**src/rtl/tlb_responder_if.sv**
```systemverilog
// rtl/tlb_responder_if.sv - translation request/response and page-table read bundle
interface tlb_responder_if #(
    parameter int PA_W = 12
);
    logic            req_valid;
    logic            req_ready;
    logic [15:0]     req_vaddr;
    logic            rsp_valid;
    logic            rsp_ready;
    logic [PA_W-1:0] rsp_paddr;
    logic            rsp_fault;
    logic            mem_req;
    logic [15:0]     mem_addr;
    logic            mem_ack;
    logic [15:0]     mem_rdata;

    modport master (
        output req_valid, req_vaddr, rsp_ready, mem_ack, mem_rdata,
        input  req_ready, rsp_valid, rsp_paddr, rsp_fault, mem_req, mem_addr
    );

    modport slave (
        input  req_valid, req_vaddr, rsp_ready, mem_ack, mem_rdata,
        output req_ready, rsp_valid, rsp_paddr, rsp_fault, mem_req, mem_addr
    );
endinterface

```
**src/rtl/tlb_responder.sv**
```systemverilog
// rtl/tlb_responder.sv - fully-associative TLB with single-level page-table walk
// Optional hit/miss counters are built when TLB_STATS_EN is defined.
module tlb_responder #(
    parameter int          ENTRIES = 4,
    parameter int          OFF_W   = 6,
    parameter int          PPN_W   = 6,
    parameter logic [15:0] PT_BASE = 16'h0F00
) (
    input  logic           Clock,
    input  logic           Resetn,
    input  logic           flush,
    tlb_responder_if.slave bus
`ifdef TLB_STATS_EN
    ,
    output logic [15:0]    hit_cnt,
    output logic [15:0]    miss_cnt
`endif
);
    localparam int VPN_W = 16 - OFF_W;
    localparam int PA_W  = PPN_W + OFF_W;
    localparam int IDX_W = $clog2(ENTRIES);

    typedef enum logic [2:0] {
        S_IDLE,
        S_LOOKUP,
        S_HIT,
        S_WALK,
        S_RESP
    } state_t;

    state_t              state_q;
    logic [15:0]         vaddr_q;
    logic [ENTRIES-1:0]  valid_q;
    logic [VPN_W-1:0]    vpn_q [ENTRIES];
    logic [PPN_W-1:0]    ppn_q [ENTRIES];
    logic [IDX_W-1:0]    rr_q;
    logic                walk_flush_q;

    logic                req_ready_q;
    logic                rsp_valid_q;
    logic [PA_W-1:0]     rsp_paddr_q;
    logic                rsp_fault_q;
    logic                mem_req_q;
    logic [15:0]         mem_addr_q;

    logic [VPN_W-1:0]    cur_vpn;
    logic [OFF_W-1:0]    cur_off;
    logic [PPN_W-1:0]    pte_ppn;
    logic                pte_valid;
    logic                hit;
    logic [IDX_W-1:0]    hit_idx;
    logic                has_free;
    logic [IDX_W-1:0]    free_idx;
    logic [IDX_W-1:0]    victim;
    logic                unused_pte_bits;

    assign cur_vpn         = vaddr_q[15:OFF_W];
    assign cur_off         = vaddr_q[OFF_W-1:0];
    assign pte_valid       = bus.mem_rdata[15];
    assign pte_ppn         = bus.mem_rdata[PPN_W-1:0];
    assign unused_pte_bits = ^bus.mem_rdata[14:PPN_W];

    // Hit search plus victim choice: lowest free slot first, round-robin only when full.
    always_comb begin
        hit      = 1'b0;
        hit_idx  = '0;
        has_free = 1'b0;
        free_idx = '0;
        for (int i = 0; i < ENTRIES; i++) begin
            if (valid_q[i] && (vpn_q[i] == cur_vpn) && !hit) begin
                hit     = 1'b1;
                hit_idx = IDX_W'(i);
            end
        end
        for (int i = ENTRIES - 1; i >= 0; i--) begin
            if (!valid_q[i]) begin
                has_free = 1'b1;
                free_idx = IDX_W'(i);
            end
        end
        victim = has_free ? free_idx : rr_q;
    end

`ifdef TLB_STATS_EN
    logic [15:0] hit_cnt_q;
    logic [15:0] miss_cnt_q;
    assign hit_cnt  = hit_cnt_q;
    assign miss_cnt = miss_cnt_q;
`endif

    always_ff @(posedge Clock) begin
        if (Resetn) begin
            state_q      <= S_IDLE;
            vaddr_q      <= '0;
            valid_q      <= '0;
            rr_q         <= '0;
            walk_flush_q <= 1'b0;
            req_ready_q  <= 1'b1;
            rsp_valid_q  <= 1'b0;
            rsp_paddr_q  <= '0;
            rsp_fault_q  <= 1'b0;
            mem_req_q    <= 1'b0;
            mem_addr_q   <= '0;
`ifdef TLB_STATS_EN
            hit_cnt_q    <= '0;
            miss_cnt_q   <= '0;
`endif
        end else begin
            if (flush) begin
                valid_q <= '0;
                rr_q    <= '0;
            end
            case (state_q)
                S_IDLE: begin
                    if (bus.req_valid) begin
                        vaddr_q     <= bus.req_vaddr;
                        req_ready_q <= 1'b0;
                        state_q     <= S_LOOKUP;
                    end
                end
                S_LOOKUP: begin
                    if (hit) begin
                        rsp_paddr_q <= {ppn_q[hit_idx], cur_off};
                        rsp_fault_q <= 1'b0;
                        state_q     <= S_HIT;
`ifdef TLB_STATS_EN
                        hit_cnt_q   <= hit_cnt_q + 16'd1;
`endif
                    end else begin
                        mem_req_q    <= 1'b1;
                        mem_addr_q   <= PT_BASE + 16'(cur_vpn);
                        walk_flush_q <= 1'b0;
                        state_q      <= S_WALK;
`ifdef TLB_STATS_EN
                        miss_cnt_q   <= miss_cnt_q + 16'd1;
`endif
                    end
                end
                S_HIT: begin
                    rsp_valid_q <= 1'b1;
                    state_q     <= S_RESP;
                end
                S_WALK: begin
                    if (bus.mem_ack) begin
                        mem_req_q   <= 1'b0;
                        rsp_valid_q <= 1'b1;
                        state_q     <= S_RESP;
                        if (pte_valid) begin
                            rsp_paddr_q <= {pte_ppn, cur_off};
                            rsp_fault_q <= 1'b0;
                            // Any flush seen during the walk (including this edge) cancels the fill.
                            if (!flush && !walk_flush_q) begin
                                valid_q[victim] <= 1'b1;
                                vpn_q[victim]   <= cur_vpn;
                                ppn_q[victim]   <= pte_ppn;
                                if (!has_free) begin
                                    rr_q <= rr_q + 1'b1;
                                end
                            end
                        end else begin
                            rsp_paddr_q <= '0;
                            rsp_fault_q <= 1'b1;
                        end
                    end else if (flush) begin
                        walk_flush_q <= 1'b1;
                    end
                end
                S_RESP: begin
                    if (bus.rsp_ready) begin
                        rsp_valid_q <= 1'b0;
                        req_ready_q <= 1'b1;
                        state_q     <= S_IDLE;
                    end
                end
                default: begin
                    state_q <= S_IDLE;
                end
            endcase
        end
    end

    assign bus.req_ready = req_ready_q;
    assign bus.rsp_valid = rsp_valid_q;
    assign bus.rsp_paddr = rsp_paddr_q;
    assign bus.rsp_fault = rsp_fault_q;
    assign bus.mem_req   = mem_req_q;
    assign bus.mem_addr  = mem_addr_q;
endmodule

```
**src/flat_wrapper.sv**
```systemverilog
// flat-port wrapper written by rule: the top's interface ports become plain ports
module tlb_responder_flat 
#(
    parameter int          ENTRIES = 4,
    parameter int          OFF_W   = 6,
    parameter int          PPN_W   = 6,
    parameter logic [15:0] PT_BASE = 16'h0F00
)
  (Clock, Resetn, flush, bus_req_valid, bus_req_vaddr, bus_rsp_ready, bus_mem_ack, bus_mem_rdata, bus_req_ready, bus_rsp_valid, bus_rsp_paddr, bus_rsp_fault, bus_mem_req, bus_mem_addr);
  tlb_responder_if #(.PA_W(12)) bus_i ();
  input  logic Clock;
  input  logic Resetn;
  input  logic flush;
  input wire logic [$bits(bus_i.req_valid)-1:0] bus_req_valid;
  input wire logic [$bits(bus_i.req_vaddr)-1:0] bus_req_vaddr;
  input wire logic [$bits(bus_i.rsp_ready)-1:0] bus_rsp_ready;
  input wire logic [$bits(bus_i.mem_ack)-1:0] bus_mem_ack;
  input wire logic [$bits(bus_i.mem_rdata)-1:0] bus_mem_rdata;
  output wire logic [$bits(bus_i.req_ready)-1:0] bus_req_ready;
  output wire logic [$bits(bus_i.rsp_valid)-1:0] bus_rsp_valid;
  output wire logic [$bits(bus_i.rsp_paddr)-1:0] bus_rsp_paddr;
  output wire logic [$bits(bus_i.rsp_fault)-1:0] bus_rsp_fault;
  output wire logic [$bits(bus_i.mem_req)-1:0] bus_mem_req;
  output wire logic [$bits(bus_i.mem_addr)-1:0] bus_mem_addr;
  assign bus_i.req_valid = bus_req_valid;
  assign bus_i.req_vaddr = bus_req_vaddr;
  assign bus_i.rsp_ready = bus_rsp_ready;
  assign bus_i.mem_ack = bus_mem_ack;
  assign bus_i.mem_rdata = bus_mem_rdata;
  assign bus_req_ready = bus_i.req_ready;
  assign bus_rsp_valid = bus_i.rsp_valid;
  assign bus_rsp_paddr = bus_i.rsp_paddr;
  assign bus_rsp_fault = bus_i.rsp_fault;
  assign bus_mem_req = bus_i.mem_req;
  assign bus_mem_addr = bus_i.mem_addr;
  tlb_responder #(.ENTRIES(ENTRIES), .OFF_W(OFF_W), .PPN_W(PPN_W), .PT_BASE(PT_BASE)) u_core (.Clock(Clock), .Resetn(Resetn), .flush(flush), .bus(bus_i));
endmodule
```
**config.mk**
```make
export PLATFORM = sky130hd
export DESIGN_NAME = tlb_responder_flat
export DESIGN_NICKNAME = d
export VERILOG_FILES = /design/src/rtl/tlb_responder_if.sv /design/src/rtl/tlb_responder.sv /design/src/flat_wrapper.sv
export SDC_FILE = /design/constraint.sdc
export NUM_CORES = 1
export LEC_CHECK = 0
export BUFFER_PORTS_ARGS = -buffer_cell sky130_fd_sc_hd__buf_2
export CORE_AREA = 2 2 113 115
export DETAILED_ROUTE_END_ITERATION = 10
export DIE_AREA = 0 0 115 117
export GPL_TIMING_DRIVEN = 0
export HOLD_SLACK_MARGIN = 0.02
export PLACE_DENSITY = 0.67
export SYNTH_ARGS = -nofsm -noshare
export SYNTH_HDL_FRONTEND = slang
export SYNTH_SLANG_ARGS = --single-unit
```
**constraint.sdc**
```tcl
create_clock -name Clock -period 3 [get_ports Clock]
set_input_delay 0.15 -clock Clock [delete_from_list [all_inputs] [get_ports Clock]]
set_output_delay 0.15 -clock Clock [all_outputs]
set_load 0.02 [all_outputs]
```
Yosys cells after proc, flatten, opt, wreduce, memory -nomap -nowiden

Memories as Yosys holds them, arrays and structs flattened.
Index checks and enable logic that the tools add are counted.

Logic and storage cells: 122
Memories kept: 2
Bits in writable memories: 64
Output and inout bits: 32
Register bits after elaboration: 58
Input bits: 38

Memory list:

| name         | depth | bits a word | rd ports | clocked after Yosys merged registers in | wr ports | line                | RTL |
|---|---|---|---|---|---|---|---|
| u_core.vpn_q | 4     | 10          | 4        | 0                                       | 1        | tlb_responder.sv:34 | `logic [VPN_W-1:0] vpn_q [ENTRIES];` |
| u_core.ppn_q | 4     | 6           | 1        | 0                                       | 1        | tlb_responder.sv:35 | `logic [PPN_W-1:0] ppn_q [ENTRIES];` |

Multiplexer cells: 62
$add $sub $neg: 2
Bitwise operators: 2
Reductions and logical operators: 26
Order comparisons: 2
Equality and inequality tests: 15

Operator list:

| kind                   | count |
|---|---|
| $eq 10x10->1           | 4 |
| $mux 12                | 3 |
| $mux 1                 | 29 |
| $mux 2                 | 13 |
| $mux 4                 | 6 |
| $pmux 12 s2            | 1 |
| $pmux 3 s5             | 1 |
| $reduce_and 3->1       | 5 |
| $add 12x10->13 const A | 1 |
| $ne 2x2->1 const B     | 6 |
| $logic_and 1x1->1      | 9 |
| $mux 3                 | 3 |
| $pmux 1 s2             | 4 |
| $eq 3x2->1 const B     | 2 |
| $logic_not 1->1        | 5 |
| $or 4x4->4             | 1 |
| $reduce_and 2->1       | 2 |
| $reduce_and 4->1       | 1 |
| $reduce_bool 2->1      | 2 |
| $eq 3x1->1 const B     | 1 |
| $eq 3x3->1 const B     | 1 |
| $logic_not 3->1        | 1 |
| $lt 2x3->1 const B     | 1 |
| $pmux 1 s3             | 1 |
| 6 further kinds        | 6 |

Longest topological paths before layout

Gate-level depths: netlist of the first run.
An unclocked memory read counts as a cell.

Depth in word-level cells: 16
Mapped depth: 10
Gate-level depth less buffers: 7

Worst setup path before layout of the first run

No wires, ideal clock.

Path kind: reg2reg
From: register u_core.state_q[2]
To: memory u_core.ppn_q[1][0] (enable)
Clock period less this slack: 2511 ps
Library setup time: 390 ps
Data arrival time: 2121 ps
Buffers on the path: 2
Data required time: 2610 ps
Setup slack: 489 ps
Stages on the path, launching flop included: 9
Path through: dfxtp_1 -> clkbuf_1 -> nor2b_1 -> and3_1 -> clkbuf_1 -> nand3b_1 -> nor3_1 -> nand3_1 -> nor2_1

Cells in the longest elaborated chain, start to end: 4

RTL lines:

| element                      | line                 | RTL |
|---|---|---|
| start, declared              | tlb_responder.sv:31  | `state_t state_q;` |
| start signal, assigned       | tlb_responder.sv:93  | `state_q <= S_IDLE;` |
| start signal, assigned       | tlb_responder.sv:118 | `state_q <= S_LOOKUP;` |
| start signal, assigned       | tlb_responder.sv:125 | `state_q <= S_HIT;` |
| $eq 3x2->1                   | tlb_responder.sv:113 | `case (state_q)` |
| $mux 1                       | tlb_responder.sv:113 |  |
| $mux 1                       | tlb_responder.sv:92  | `if (Resetn) begin` |
| $mux 1 (implied by the code) | tlb_responder.sv:155 | `ppn_q[victim] <= pte_ppn;` |
| end, declared                | tlb_responder.sv:35  |  |

Every way passes these cells.

Worst setup path in the final report of the first run

From: register u_core.state_q[2]
To: memory u_core.vpn_q[2][6] in the netlist's numbering (enable)

Cells in the longest elaborated chain, start to end: 4

RTL lines:

| element                      | line                 | RTL |
|---|---|---|
| $eq 3x2->1                   | tlb_responder.sv:113 |  |
| $mux 1                       | tlb_responder.sv:113 |  |
| $mux 1                       | tlb_responder.sv:92  |  |
| $mux 1 (implied by the code) | tlb_responder.sv:154 | `vpn_q[victim] <= cur_vpn;` |
| end, declared                | tlb_responder.sv:34  |  |

Every way passes these cells.

==> run_results.csv, run 1 <==
group,metric,value,unit
outcome,outcome,"completed",
logic_synthesis,ys_ff_latch,118,
placed_design,place_hpwl,7760,um
logic_synthesis,yosysUniqueCellTypes,42,
layout,final_layout_size_suffix_gt1_share,23.9,%
timing,layout_min_cycle_time,2750,ps
timing,min_period_over_period,91.6,%
logic_synthesis,avgSynthCellArea,11.5,um^2
floorplan,rows,41,
route,routedWlPerCell,16.2,um
global_route,grt_max_degree,17,
layout,n_antenna_cell,0,
setup_path,reg2reg_to,"u_core.vpn_q[2][6]",
logic_synthesis,synth_edf_count,64,
power,p_per_area,670,nW/um^2
logic_synthesis,synth_top_area_cell,"edfxtp_1",
route,drtIter0Drc,211,
timing,slew_headroom,51.9,%
clocking,clock_sinks,118,
logic_synthesis,yosys_warnings,0,
logic_synthesis,ys_top_cells_by_area,"edfxtp_1 40%, dfxtp_1 23%, xnor2_1 7.3%",
power,power,4.15,mW
logic_synthesis,syn-instance-count,416,
route,wl_met1,4880,um
logic_synthesis,syn_area,4800,um^2
placed_design,port_buffers,56,
clocking,cts_tree,"yes",
setup_path,r2r_setup_slack,250,ps
timing,max_freq,364,MHz
route,vias,3374,
hold_path,hp-class,"in -> reg",
logic_synthesis,synth_top_area_share,40.0,%
route,wl,11000,um
clocking,clkLatencyLatePin,410,ps
placed_design,placed_cells,628,
run,maxCapViolCount,0,
timing,finalSetupViolations,0,
timing,clock_skew,8.21,ps
clocking,clockBufferDepth,2,
setup_path,crit_type,"reg -> reg",
logic_synthesis,synth_common_cells,"64 x edfxtp_1, 59 x nand2_1, 54 x dfxtp_1, 40 x a21oi_1, 40 x xnor2_1",
setup_path,crit_end,"u_core.vpn_q[2][6]",
layout,nets,558,
floorplan,core,12300,um^2
timing,whs,22.2,ps
setup_path,required,3120,ps
clocking,cts_root_buffer,"clkbuf_16",
setup_path,arrival,2860,ps
global_route,groute.usage.overall,16.9,%
layout,fillCellCount,1093,
floorplan,die_h,117,um
clocking,clk_pin_slew,50,ps
layout,fin_area,6190,um^2
global_route,first_global_vias,3345,
timing,worst_slew_pin_slew,721,ps
timing,rsz0062_at_grt,"no",
route,drc_errors,0,
global_route,grt_pass1_wl,16800,um
power,vdd_drop_max,0.379,mV
logic_synthesis,yosysMostFrequentCell,"edfxtp_1",
global_route,grt_overflow,0,
placed_design,place.gp.congestion,0.814,
power,p_leak,2.23,nW
setup_path,critPathLaunchType,"register",
logic_synthesis,synth_ff_type,"edfxtp_1",
clocking,cts-buffers-inserted,17,
route,wl_met2,5610,um
route,drt-pass1-iter-count,5,
route,viasPerCell,4.95,
setup_path,rr_worst_depth,9,
global_route,antenna_found_initial,0,
route,met3_length,441,um
timing,maxSlewViolCount,0,
clocking,post_cts_resized,0,
placed_design,pre_cts_ws,308,ps
setup_path,critPathCaptureType,"register",
clocking,cts-htree-levels,4,
setup_path,crit_start,"u_core.state_q[2]",
layout,areaGrowthSynthToFinish,28.9,%
floorplan,fp.dieArea,13500,um^2
route,top_layer,"met4",
timing,setup_ws,252,ps
floorplan,start_util,39.0,%
placed_design,place_area,5350,um^2
logic_synthesis,async_flop_share,0,%
setup_path,regToRegStartpoint,"u_core.state_q[2]",
timing,hold_viol_final,0,
floorplan,ioPinCount,70,
route,ant_nets,0,
logic_synthesis,ys_seq_area_share,62.5,%
layout,stdcell_count,682,
setup_path,cp_max_fo,11,
floorplan,die_w,115,um
[state kept, by name, summed over array words and instances (netlist names)]
signal / flops
u_core.vpn_q: 40
u_core.ppn_q: 24
u_core.vaddr_q: 16
u_core.bus.mem_addr: 12
u_core.bus.rsp_paddr: 12
u_core.valid_q: 4
u_core.state_q: 3
u_core.rr_q: 2
u_core.bus.mem_req: 1
u_core.bus.req_ready: 1
u_core.bus.rsp_fault: 1
u_core.bus.rsp_valid: 1
u_core.walk_flush_q: 1
[placed cells by master (no fill, tap or decap), types with 13 or more instances in the layout]
cell type | synthesis | layout
a21oi_1 | 40 | 40
buf_2 | 8 | 64
clkbuf_1 | 13 | 13
clkbuf_16 | 0 | 18
dfxtp_1 | 54 | 54
dlygate4sd3_1 | 0 | 22
edfxtp_1 | 64 | 64
nand2_1 | 59 | 59
nor2_1 | 32 | 28
xnor2_1 | 40 | 40
[layer usage]
layer  up-vias  track usage [%]
li1       1672                -
met1      1608             20.5
met4         0             5.30
met5         -                0
met3        10             4.63
met2        84             29.5
[final cells by class]
type / count / area, um^2 / share of cell area [%]
tap: 150 / 188 / 3.03
multi-input combinational: 264 / 1620 / 26.1
clock buffer: 18 / 450 / 7.28
timing repair buffer: 82 / 561 / 9.05
buffer: 31 / 183 / 2.95
inverter: 5 / 18.8 / 0.303
clock inverter: 14 / 173 / 2.79
sequential: 118 / 3000 / 48.5
[kinds of logic (layout without fill, tap and decap cells)]
family / after synthesis / in the layout / share of synthesized area, %
simple gates: 131 / 131 / 12.2
flops: 118 / 118 / 62.5
compound gates: 77 / 77 / 10.8
xor+xnor: 40 / 40 / 7.30
buf+inv: 36 / 150 / 4.20
mux: 12 / 12 / 2.66
fa+ha+maj: 1 / 1 / 0.261
other cells: 1 / 3 / 0.0781
[timing repair]
action                     4_1_cts  5_1_grt
setup endpoints to repair        0        0
hold buffers                    22        0
hold endpoints to repair        40        0
buffers inserted                 0        0
[critical path: stages (launching register included)]
cell      delay, ps
dfxtp_1         300
clkbuf_1        190
nor2b_1         220
and3_1          180
clkbuf_1        320
nand3b_1        180
nor3_1          230
nand2_1         160
nor2_2          440
buf_8           230
[worst min path at each step]
stage                          start            endpoint  slack, ps  cells past startpoint
floorplan           bus_mem_rdata[0]  u_core.ppn_q[0][0]        250                      0
global placement    bus_mem_rdata[3]  u_core.ppn_q[2][3]        390                      1
detailed placement  bus_mem_rdata[3]  u_core.ppn_q[0][3]        390                      1
CTS                 bus_req_vaddr[0]   u_core.vaddr_q[0]         20                      3
global route        bus_req_vaddr[0]   u_core.vaddr_q[0]         20                      3
finish              bus_req_vaddr[0]   u_core.vaddr_q[0]         20                      3
[per-stage QoR]
step	utilization (%)	TNS (ps)
4_1_cts	50.3	0
3_5_place_dp	43.4	0
2_1_floorplan	-	0
6_report	50.3	0
3_3_place_gp	42.9	-24350
5_1_grt	50.3	0
[power by group]
| part | leakage, nW | switching, mW | total, mW | internal (mW) |
|---|---|---|---|---|
| Sequential | 1.02 | 0.0245 | 1.76 | 1.74 |
| Combinational | 0.919 | 0.167 | 0.283 | 0.116 |
| Clock | 0.292 | 0.744 | 2.10 | 1.36 |
Power figures use the tool's default switching activity.
==> run 2: changes to the inputs <==
--- a/config.mk
+++ b/config.mk
@@ -12,6 +12,7 @@
 export GPL_TIMING_DRIVEN = 0
 export HOLD_SLACK_MARGIN = 0.02
 export PLACE_DENSITY = 0.67
+export RECOVER_POWER = 100
 export SYNTH_ARGS = -nofsm -noshare
 export SYNTH_HDL_FRONTEND = slang
 export SYNTH_SLANG_ARGS = --single-unit
==> run 2 against run 1 <==
- routed wire length up 0.12%
- fmax decreased by 0.59%
- critical path depth unchanged
- setup slack worse by 16 ps
- clock power about the same
- combinational power down 2%
- final area down 1.2%
- flip-flop and latch count unchanged
- sequential power about the same
- count of clock-buffer cells in the layout did not move
- sequential share of layout area is 0.57 points higher
- largest cell class unchanged
- highest routed layer unchanged
==> run_results.csv, run 2 (synthesized netlist as in run 1, its figures left out) <==
group,metric,value,unit
floorplan,die_h,117,um
route,drtIter0Drc,234,
hold_path,hold_depth,3,
layout,largest_register_ffs,40,
layout,final_layout_size_suffix_gt1_share,16.5,%
timing,whs,23.0,ps
layout,fin_area,6120,um^2
power,power_switching,934,uW
layout,final_common_cell,"edfxtp_1",
placed_design,place_hpwl,7760,um
global_route,antenna_found_initial,0,
route,ant_nets,0,
clocking,cts-htree-levels,4,
clocking,cts-buffers-inserted,17,
setup_path,arrival,2880,ps
placed_design,place.gp.congestion,0.814,
route,viasPerCell,4.95,
layout,areaGrowthSynthToFinish,27.4,%
timing,clock_skew,6.88,ps
global_route,use_met2,29.5,%
timing,setup_ws,236,ps
clocking,post_cts_resized,0,
route,drc_errors,0,
route,routedWlPerCell,16.2,um
layout,n_antenna_cell,0,
setup_path,crit_type,"reg -> reg",
setup_path,cp_num_buf_inv,3,
timing,rsz0062_at_grt,"no",
clocking,clock_sinks,118,
clocking,cts_root_buffer,"clkbuf_16",
power,vdd_drop_max,0.380,mV
layout,reg_top3,"u_core.vpn_q x40, u_core.ppn_q x24, u_core.vaddr_q x16",
setup_path,cp_slowest_stage_delay,440,ps
clocking,clkLatencyLatePin,410,ps
hold_path,hp-class,"in -> reg",
hold_path,worstHoldStart,"bus_req_vaddr[0]",
global_route,globalRoute.busiestLayer,"met2",
timing,max_freq,362,MHz
floorplan,rows,41,
clocking,clockBufferDepth,2,
setup_path,required,3120,ps
floorplan,core,12300,um^2
hold_path,hold_end,"u_core.vaddr_q[0]",
setup_path,regToRegStartpoint,"u_core.state_q[2]",
setup_path,critPathTopFamily,"simple AND/OR/NAND/NOR gates",
timing,finalSetupViolations,0,
layout,largest_register,"u_core.vpn_q",
global_route,met1_usage,20.5,%
floorplan,start_util,39.0,%
global_route,groute.usage.overall,16.9,%
setup_path,rr_worst_depth,9,
setup_path,path_cells,"clkbuf_1 > nor2b_1 > and3_1 > clkbuf_1 > nand3b_1 > nor3_1 > nand2_1 > nor2_2 > buf_8",
floorplan,die_w,115,um
setup_path,cp_max_fo,11,
route,drt-pass1-iter-count,5,
route,wl,11000,um
timing,maxSlewViolCount,0,
global_route,grt_max_degree,17,
power,combPwrFrac,6.7,%
global_route,grt_pass1_wl,16800,um
clocking,clk_pin_slew,60,ps
setup_path,slowest_stage,"nor2_2",
setup_path,critPathLaunchType,"register",
setup_path,critPathCaptureType,"register",
layout,nets,558,
global_route,grt_overflow,0,
global_route,grt_use_met3,4.63,%
route,vias,3379,
setup_path,r2r_setup_slack,240,ps
floorplan,ioPinCount,70,
placed_design,port_buffers,56,
power,p_clk_share,50.8,%
placed_design,place_area,5350,um^2
setup_path,reg2reg_to,"u_core.vpn_q[2][6]",
power,p_leak,2.07,nW
timing,min_period_over_period,92.1,%
power,sw_frac_of_total,22.6,%
layout,final_cell_mix,"64 x edfxtp_1, 59 x nand2_1, 54 x dfxtp_1",
power,power,4.14,mW
power,p_int,3.20,mW
timing,layout_min_cycle_time,2760,ps
floorplan,fp.dieArea,13500,um^2
power,p_per_area,676,nW/um^2
placed_design,pre_cts_ws,308,ps
timing,slew_headroom,51.9,%
timing,hold_viol_final,0,
power,p_seq_share,42.5,%
timing,worst_slew_pin_slew,722,ps
setup_path,path_common_cell,"clkbuf_1",
clocking,cts_tree,"yes",
global_route,first_global_vias,3345,
run,maxCapViolCount,0,
outcome,outcome,"completed",
run 2: worst max-delay path by stage:
stage,from,to,depth (start not counted)
after floorplan,u_core.state_q[2],u_core.ppn_q[1][0],8
after global placement,u_core.state_q[2],u_core.vpn_q[2][1],8
after detailed placement,u_core.state_q[2],u_core.vpn_q[2][1],9
after CTS,u_core.state_q[2],u_core.vpn_q[2][2],9
after global routing,u_core.state_q[2],u_core.vpn_q[2][2],9
final,u_core.state_q[2],u_core.vpn_q[2][6],9
run 2: routing by layer:
layer  share of wire, %  vias up  wire, um
met5                  0        -         0
met4               0.91        0       100
met3                4.4       10       487
met2                 51       85      5660
met1                 43     1611      4790
li1                   -     1673         -
run 2: worst reg2reg max path, cell delays in order, from the launching register on:
cell	delay (ps)
dfxtp_1	300
clkbuf_1	190
nor2b_1	230
and3_1	180
clkbuf_1	320
nand3b_1	180
nor3_1	230
nand2_1	160
nor2_2	440
buf_8	240
run 2: power by group through the flow:
stage	registers, mW	logic (mW)	clock network, mW
global placement	1.79	0.256	0
detailed placement	1.79	0.261	0
floorplan	1.80	0.157	0
global route	1.76	0.303	2.20
CTS	1.76	0.285	2.12
finish	1.76	0.276	2.10
run 2: layout make-up:
| class | instances | area (um^2) |
|---|---|---|
| plain buffers | 31 | 174 |
| clock buffers | 18 | 450 |
| clock inverters | 14 | 173 |
| fillers | 1110 | 6190 |
| inverters | 5 | 18.8 |
| multi-input cells | 264 | 1600 |
| flip-flops and latches | 118 | 3000 |
| well taps | 150 | 188 |
| repair buffers | 82 | 517 |
run 2: timing repair:
item | CTS | global route
buffers inserted | 0 | 0
hold buffers | 22 | 0
endpoints found under the hold margin | 40 | 0
run 2: metrics by stage:
stage / utilization [%] / instances / TNS, ps
6_report: 49.7 / 682 / 0
5_1_grt: 49.7 / 682 / 0
4_1_cts: 50.3 / 682 / 0
3_5_place_dp: 43.4 / 628 / 0
3_3_place_gp: 42.9 / 624 / -24350
2_1_floorplan: - / 418 / 0
